**src/rtl/jtag_tap_ir_ctrl.sv**
```systemverilog
`default_nettype none
//============================================================================
// Module      : jtag_tap_ir_ctrl
// Description : 1149.1-style TAP controller with instruction register.
//               Walks the 16-state TAP FSM from tms, captures/shifts/updates
//               the IR, decodes the active instruction into the DR-mux select
//               and retimes the selected serial stream onto tdo.
// Revision    : 1.0 - initial release
//============================================================================
module jtag_tap_ir_ctrl #(
   parameter int                  IR_WIDTH  = 4,
   parameter logic [IR_WIDTH-1:0] OP_EXTEST = '0,
   parameter logic [IR_WIDTH-1:0] OP_SAMPLE = IR_WIDTH'(1),
   parameter logic [IR_WIDTH-1:0] OP_BYPASS = '1
) (
   input  logic                tck,
   input  logic                rst,
   input  logic                tms,
   input  logic                tdi,
   input  logic                dr,
   output logic                sel,
   output logic                capture_dr,
   output logic                shift_dr,
   output logic                update_dr,
   output logic [IR_WIDTH-1:0] ir_out,
   output logic [3:0]          state,
   output logic                tdo,
   output logic                tdo_en
);

   // Value parallel-loaded into the IR shifter in Capture-IR (LSBs = 2'b01)
   localparam logic [IR_WIDTH-1:0] C_IR_CAPTURE = IR_WIDTH'(2'b01);

   typedef enum logic [3:0] {
      TLR    = 4'd0,
      RTI    = 4'd1,
      SEL_DR = 4'd2,
      CAP_DR = 4'd3,
      SH_DR  = 4'd4,
      EX1_DR = 4'd5,
      PA_DR  = 4'd6,
      EX2_DR = 4'd7,
      UPD_DR = 4'd8,
      SEL_IR = 4'd9,
      CAP_IR = 4'd10,
      SH_IR  = 4'd11,
      EX1_IR = 4'd12,
      PA_IR  = 4'd13,
      EX2_IR = 4'd14,
      UPD_IR = 4'd15
   } tap_state_t;

   tap_state_t          r_state;
   tap_state_t          w_next_state;
   logic                r_capture_dr;
   logic                r_shift_dr;
   logic                r_update_dr;
   logic [IR_WIDTH-1:0] r_ir_shift;
   logic [IR_WIDTH-1:0] r_ir_out;
   logic [IR_WIDTH-1:0] w_ir_out_next;
   logic                r_sel;
   logic                r_tdo;
   logic                r_tdo_en;

   // Standard TAP transition table; the IR column mirrors the DR column
   function automatic tap_state_t tap_next(input tap_state_t s, input logic t);
      tap_state_t n;
      n = TLR;
      case (s)
         TLR    : n = t ? TLR    : RTI;
         RTI    : n = t ? SEL_DR : RTI;
         SEL_DR : n = t ? SEL_IR : CAP_DR;
         CAP_DR : n = t ? EX1_DR : SH_DR;
         SH_DR  : n = t ? EX1_DR : SH_DR;
         EX1_DR : n = t ? UPD_DR : PA_DR;
         PA_DR  : n = t ? EX2_DR : PA_DR;
         EX2_DR : n = t ? UPD_DR : SH_DR;
         UPD_DR : n = t ? SEL_DR : RTI;
         SEL_IR : n = t ? TLR    : CAP_IR;
         CAP_IR : n = t ? EX1_IR : SH_IR;
         SH_IR  : n = t ? EX1_IR : SH_IR;
         EX1_IR : n = t ? UPD_IR : PA_IR;
         PA_IR  : n = t ? EX2_IR : PA_IR;
         EX2_IR : n = t ? UPD_IR : SH_IR;
         UPD_IR : n = t ? SEL_DR : RTI;
         default: n = TLR;
      endcase
      return n;
   endfunction

   // Only EXTEST and SAMPLE route the boundary-scan chain; anything else is bypass
   function automatic logic decode_sel(input logic [IR_WIDTH-1:0] ir);
      return !((ir == OP_EXTEST) || (ir == OP_SAMPLE));
   endfunction

   // Next-state and next-instruction logic shared by the registered outputs
   always_comb begin
      w_next_state  = tap_next(r_state, tms);
      w_ir_out_next = r_ir_out;
      if (r_state == TLR) begin
         w_ir_out_next = OP_BYPASS;
      end else if (r_state == UPD_IR) begin
         w_ir_out_next = r_ir_shift;
      end
   end

   // TAP FSM; DR strobes are registered from the next state so they track
   // the state code exactly and cannot glitch on multi-bit state changes
   always_ff @(posedge tck or posedge rst) begin
      if (rst) begin
         r_state      <= TLR;
         r_capture_dr <= 1'b0;
         r_shift_dr   <= 1'b0;
         r_update_dr  <= 1'b0;
      end else begin
         r_state      <= w_next_state;
         r_capture_dr <= (w_next_state == CAP_DR);
         r_shift_dr   <= (w_next_state == SH_DR);
         r_update_dr  <= (w_next_state == UPD_DR);
      end
   end

   // IR shifter: capture fixed pattern, shift LSB first, otherwise hold
   always_ff @(posedge tck or posedge rst) begin
      if (rst) begin
         r_ir_shift <= '0;
      end else if (r_state == CAP_IR) begin
         r_ir_shift <= C_IR_CAPTURE;
      end else if (r_state == SH_IR) begin
         r_ir_shift <= {tdi, r_ir_shift[IR_WIDTH-1:1]};
      end
   end

   // Active instruction and its DR select; both change only in TLR / Update-IR
   always_ff @(posedge tck or posedge rst) begin
      if (rst) begin
         r_ir_out <= OP_BYPASS;
         r_sel    <= 1'b1;
      end else begin
         r_ir_out <= w_ir_out_next;
         r_sel    <= decode_sel(w_ir_out_next);
      end
   end

   // Serial output retiming: one TCK of latency from the selected register
   always_ff @(posedge tck or posedge rst) begin
      if (rst) begin
         r_tdo    <= 1'b0;
         r_tdo_en <= 1'b0;
      end else begin
         r_tdo    <= (r_state == SH_IR) ? r_ir_shift[0] :
                     (r_state == SH_DR) ? dr : 1'b0;
         r_tdo_en <= (r_state == SH_IR) || (r_state == SH_DR);
      end
   end

   assign state      = r_state;
   assign capture_dr = r_capture_dr;
   assign shift_dr   = r_shift_dr;
   assign update_dr  = r_update_dr;
   assign ir_out     = r_ir_out;
   assign sel        = r_sel;
   assign tdo        = r_tdo;
   assign tdo_en     = r_tdo_en;

endmodule
`default_nettype wire

```
**config.mk**
```make
export PLATFORM = sky130hd
export DESIGN_NAME = jtag_tap_ir_ctrl
export DESIGN_NICKNAME = d
export VERILOG_FILES = /design/src/rtl/jtag_tap_ir_ctrl.sv
export SDC_FILE = /design/constraint.sdc
export NUM_CORES = 1
export LEC_CHECK = 0
export ABC_AREA = 1
export ABC_CLOCK_PERIOD_IN_PS = 1600
export CAP_MARGIN = 30
export CORE_ASPECT_RATIO = 0.7
export CORE_MARGIN = 2
export CORE_UTILIZATION = 45
export CTS_CLUSTER_DIAMETER = 200
export CTS_CLUSTER_SIZE = 40
export DETAILED_ROUTE_END_ITERATION = 8
export GPL_ROUTABILITY_DRIVEN = 0
export PLACE_DENSITY = 0.78
export SKIP_LAST_GASP = 1
export SLEW_MARGIN = 20
export SYNTH_ARGS = -nofsm -noshare
export SYNTH_HDL_FRONTEND = slang
export SYNTH_SLANG_ARGS = --single-unit
```
**constraint.sdc**
```tcl
create_clock -name tck -period 1.6 [get_ports tck]
set_input_delay 0.32 -clock tck [delete_from_list [all_inputs] [get_ports tck]]
set_output_delay 0.32 -clock tck [all_outputs]
set_load 0.02 [all_outputs]
```
---- Yosys cells after proc, flatten, opt, wreduce, memory -nomap -nowiden ----
Index checks and enable logic that the tools add are counted.
operators by class
  equality and inequality tests ........... 19
  mux-type cells .......................... 19
  reductions and logical operators ........ 9
operators with widths
  operator            number
  $pmux 4 s12         1
  $eq 4x4->1 const B  9
  $mux 4              8
  $eq 4x3->1 const B  5
  $eq 4x2->1 const B  3
  $eq 4x1->1 const B  2
  $logic_not 4->1     2
  $mux 2              3
  $mux 3              2
  $mux 1              5
  $reduce_or 2->1     2
  $reduce_or 3->1     1
  $logic_or 1x1->1    2
  $reduce_bool 2->1   1
  $logic_not 1->1     1
storage, ports and cells
  bits in registers ....................... 18
  input port bits ......................... 5
  word-level logic and storage cells ...... 56

---- Depth between registers and ports, before layout ----
  word-level depth ........................ 6
  gate-level depth with buffers ........... 10

---- Worst setup path before layout ----
Ideal clock, no wire load.
  kind .................................... register -> register
  from .................................... register r_state[1], in the netlist state[1]
  to ...................................... register r_sel, in the netlist sel
  library setup time ...................... 0.091 ns
  arrival ................................. 1.242 ns
  setup slack ............................. 0.266 ns
  stages on the path, launching flop included .. 8
  buffers on the path ..................... 0
  period minus slack after synthesis ...... 1.334 ns
  path through ............................ dfrtp_1 nand2_1 inv_2 nand2_2 inv_1 nor2_1 nor3_1 nand3_1
between the ends
  cells in the longest elaborated chain, start to end .. 6
ends and longest elaborated chain
  item                                                  RTL line  source
  start, declared                                       53        tap_state_t r_state;
  start signal, assigned                                116       r_state <= w_next_state;
  $eq 4x4->1                                            102       end else if (r_state == UPD_IR) begin
  $mux 4                                                102
  $mux 4 (*)                                            100       if (r_state == TLR) begin
  $eq 4x1->1 / $logic_not 4->1 (equally long branches)  93        return !((ir == OP_EXTEST) || (ir == OP_SAMPLE));
  $logic_or 1x1->1 (*)                                  93
  $logic_not 1->1 (*)                                   93
  end signal, assigned                                  141       r_sel <= decode_sel(w_ir_out_next);
  end, declared                                         61        logic r_sel;
Mark *: on every way between the ends. The rest lies on a longest branch, timed or not.
A chain may end at the register's enable or synchronous reset.

---- Final worst setup path ----
  from .................................... register r_state[1], in the netlist state[1]
  to ...................................... output state[1]
RTL lines
  item           RTL line  source
  end, declared  26        output logic [3:0] state,
No word-level cell between the ends.

==> flow_summary.json <==
{
  "synth_xor_area_share_pct": 0,
  "grt_pass1_vias": 743,
  "finalPower_w": 0.001918,
  "p_leak_nw": 0.6825,
  "clock_path_buffers": 2,
  "nNetsFinal": 162,
  "rsz0062_at_grt": "true",
  "max_freq_ghz": 0.6396,
  "synth_compound_area_share_pct": 6.452,
  "yosysTopAreaCell": "dfrtp_1",
  "final_antenna_net_count": 0,
  "critPathLaunch": "state[1]",
  "fin_area_sq_um": 1207,
  "hold_class": "input pin to asynchronous set/reset pin",
  "synth_edf_count": 0,
  "portBuffers": 18,
  "regToRegEndpoint": "shift_dr",
  "drt_iter0_drc": 54,
  "cp-start-kind": "flip-flop",
  "synth_top_family_by_area": "simple AND/OR/NAND/NOR gates",
  "cp_slowest_cell": "dfrtp_2",
  "grt_overflow": 0,
  "dr.pass1.iters": 6,
  "status": "completed",
  "grt_max_degree": 19,
  "synth.top_cells.by_area": "dfrtp_1 (35%), nand2_1 (15%), dfstp_2 (14%)",
  "grtUsageTotal_pct": 19.91,
  "wl_per_cell_um": 12.35,
  "antenna_cells": 0,
  "post-route-period-util_pct": 97.72,
  "cts_buffers": 3,
  "drcViolationCount": 0,
  "endpoint_kind": "primary output",
  "synth_top_area_share_pct": 34.95,
  "setup_viol": 0,
  "synth_most_common_cell": "nand2_1",
  "max_stage_delay_ns": 0.47,
  "core-area_sq_um": 1903,
  "reg2reg_depth": 8,
  "power_density_nw_per_um2": 1588,
  "wl_mm": 2.199,
  "synth.mux.area_fraction_pct": 0,
  "maxSlewViolCount": 0,
  "dp.cells": 172,
  "finalWorstSetupSlack_ns": 0.03652,
  "grt_pass1_wl_mm": 3.553,
  "path_cells": "buf_4 > dlygate4sd2_1",
  "cts_root_buf": "clkbuf_4",
  "ys_types": 18,
  "die_width_um": 58.36,
  "floorplan.die_area_sq_um": 2454,
  "via_per_inst": 5.045,
  "worst-setup-path-type": "flip-flop to primary output",
  "synthAdderAreaFrac_pct": 0,
  "worst-endpoint-arrival_ns": 1.24,
  "synth_seq_area_share_pct": 49.06,
  "final_layout_size_suffix_gt1_share_pct": 16.67,
  "regToRegSetupSlack_ns": 0.17,
  "worst_r2r_startpoint": "state[2]",
  "instances_no_fill": 178,
  "area_delta_synth_final_pct": 29.70,
  "pre_cts_ws_ns": -0.02564,
  "cp_max_fo": 7,
  "clkSinkCount": 18,
  "syn_area_sq_um": 930.9,
  "ys_ff_latch": 18,
  "vias": 898,
  "yosys_warnings": 0,
  "initial_utilization_pct": 48.92,
  "cp.required_ns": 1.28,
  "synth_fp_nets": 135,
  "ios": 19,
  "synth-simple-area-share_pct": 33.60,
  "min_period_ns": 1.563,
  "rows": 13,
  "clock_latency_ns": 0.31,
  "synth_common_cells": "nand2_1 (36), inv_1 (23), nor2_1 (21), dfrtp_1 (13), nand3_1 (8)",
  "vdd_ir_drop_max_uv": 936.8,
  "max-slew-margin-rel_pct": 79.16,
  "avgSynthCellArea_sq_um": 7.161,
  "htreeDepth": 1,
  "yosys_most_used_dff": "dfrtp_1",
  "place_area_sq_um": 1154,
  "cts.clk_slew.worst_paths_ns": 0.11,
  "syn_inst": 130,
  "hold_violations": 0,
  "worst_slew_pin_slew_ns": 0.3114,
  "max-cap-violations": 0,
  "hold_slack_ns": 0.3172,
  "cts_tree": "done",
  "async_flop_share_pct": 100.0,
  "antenna_found_initial": 0,
  "fin_skew_ns": 0.006363,
  "die_h_um": 42.06,
  "post-dp-hpwl_mm": 1.580
}
==> cell usage in the layout, fill, tap and decap left out, types with 3 or more instances in the layout <==
cell type and count:
buf_4 4, clkbuf_4 3, clkdlybuf4s50_1 7, dfrtp_1 10, dfrtp_2 3, dfstp_2 5, dlygate4sd2_1 9, inv_1 23
inv_2 4, nand2_1 36, nand3_1 8, nor2_1 19, nor2_2 5, nor3_1 3, o21ai_0 3
==> cell type report <==
class | instances | area, sq um
Inverter | 27 | 101.3
Multi-Input combinational cell | 85 | 377.9
Sequential cell | 18 | 460.4
Tap cell | 22 | 27.53
Timing Repair Buffer | 22 | 203.9
Fill cell | 169 | 695.7
Clock buffer | 4 | 36.28
==> state kept, by name, indices dropped and copies added (netlist names) <==
| register | cells |
|---|---|
| state | 4 |
| shift_dr | 1 |
| tdo_en | 1 |
| update_dr | 1 |
| ir_out | 4 |
| tdo | 1 |
| sel | 1 |
| r_ir_shift | 4 |
| capture_dr | 1 |
==> through the flow <==
stage	setup TNS, ns	utilization [%]
after global routing	-0.005662	63.45
after floorplan	0	-
after global placement	-0.03017	60.62
final	0	63.45
after CTS	0	61.93
after detailed placement	-0.04907	60.62
==> worst max-delay path by stage <==
stage,end,slack (ns),depth (start not counted)
after floorplan,sel,0.27,7
after global placement,update_dr,-0.02,7
after detailed placement,shift_dr,-0.03,7
after CTS,capture_dr,0.02,1
after global routing,state[1],-0.006,2
final,state[1],0.04,2
==> report_power, final <==
| group | internal (W) | leakage, nW | total [W] | switching, W |
|---|---|---|---|---|
| registers | 0.000595 | 0.219 | 0.000689 | 0.0000940 |
| logic | 0.000336 | 0.442 | 0.000940 | 0.000605 |
| clock network | 0.000139 | 0.0210 | 0.000288 | 0.000149 |
==> critical path: cells and delay by family, from the launching register on <==
kind                   cells  cell delay (ns)
flip-flops                 1             0.47
buffers and inverters      2             0.46
==> cell families after synthesis <==
family | after synthesis
buffers and inverters | 27
AND/OR/NAND/NOR | 75
flip-flops | 18
AO/OA/AOI/OAI | 10
==> what timing repair did <==
item                       in CTS  in global routing
setup endpoints to repair       9                  5
setup buffers                   0                  2
hold buffers                    0                  0
resized for setup               9                  7
==> metal layers <==
layer	track usage (%)	routed length [um]	up-vias
met5	0	0	-
met4	6.977	31	0
met3	7.099	260	5
met2	26.07	866	60
met1	29.84	1040	386
li1	-	-	447
Note: power is estimated with default switching activity, not from simulation.
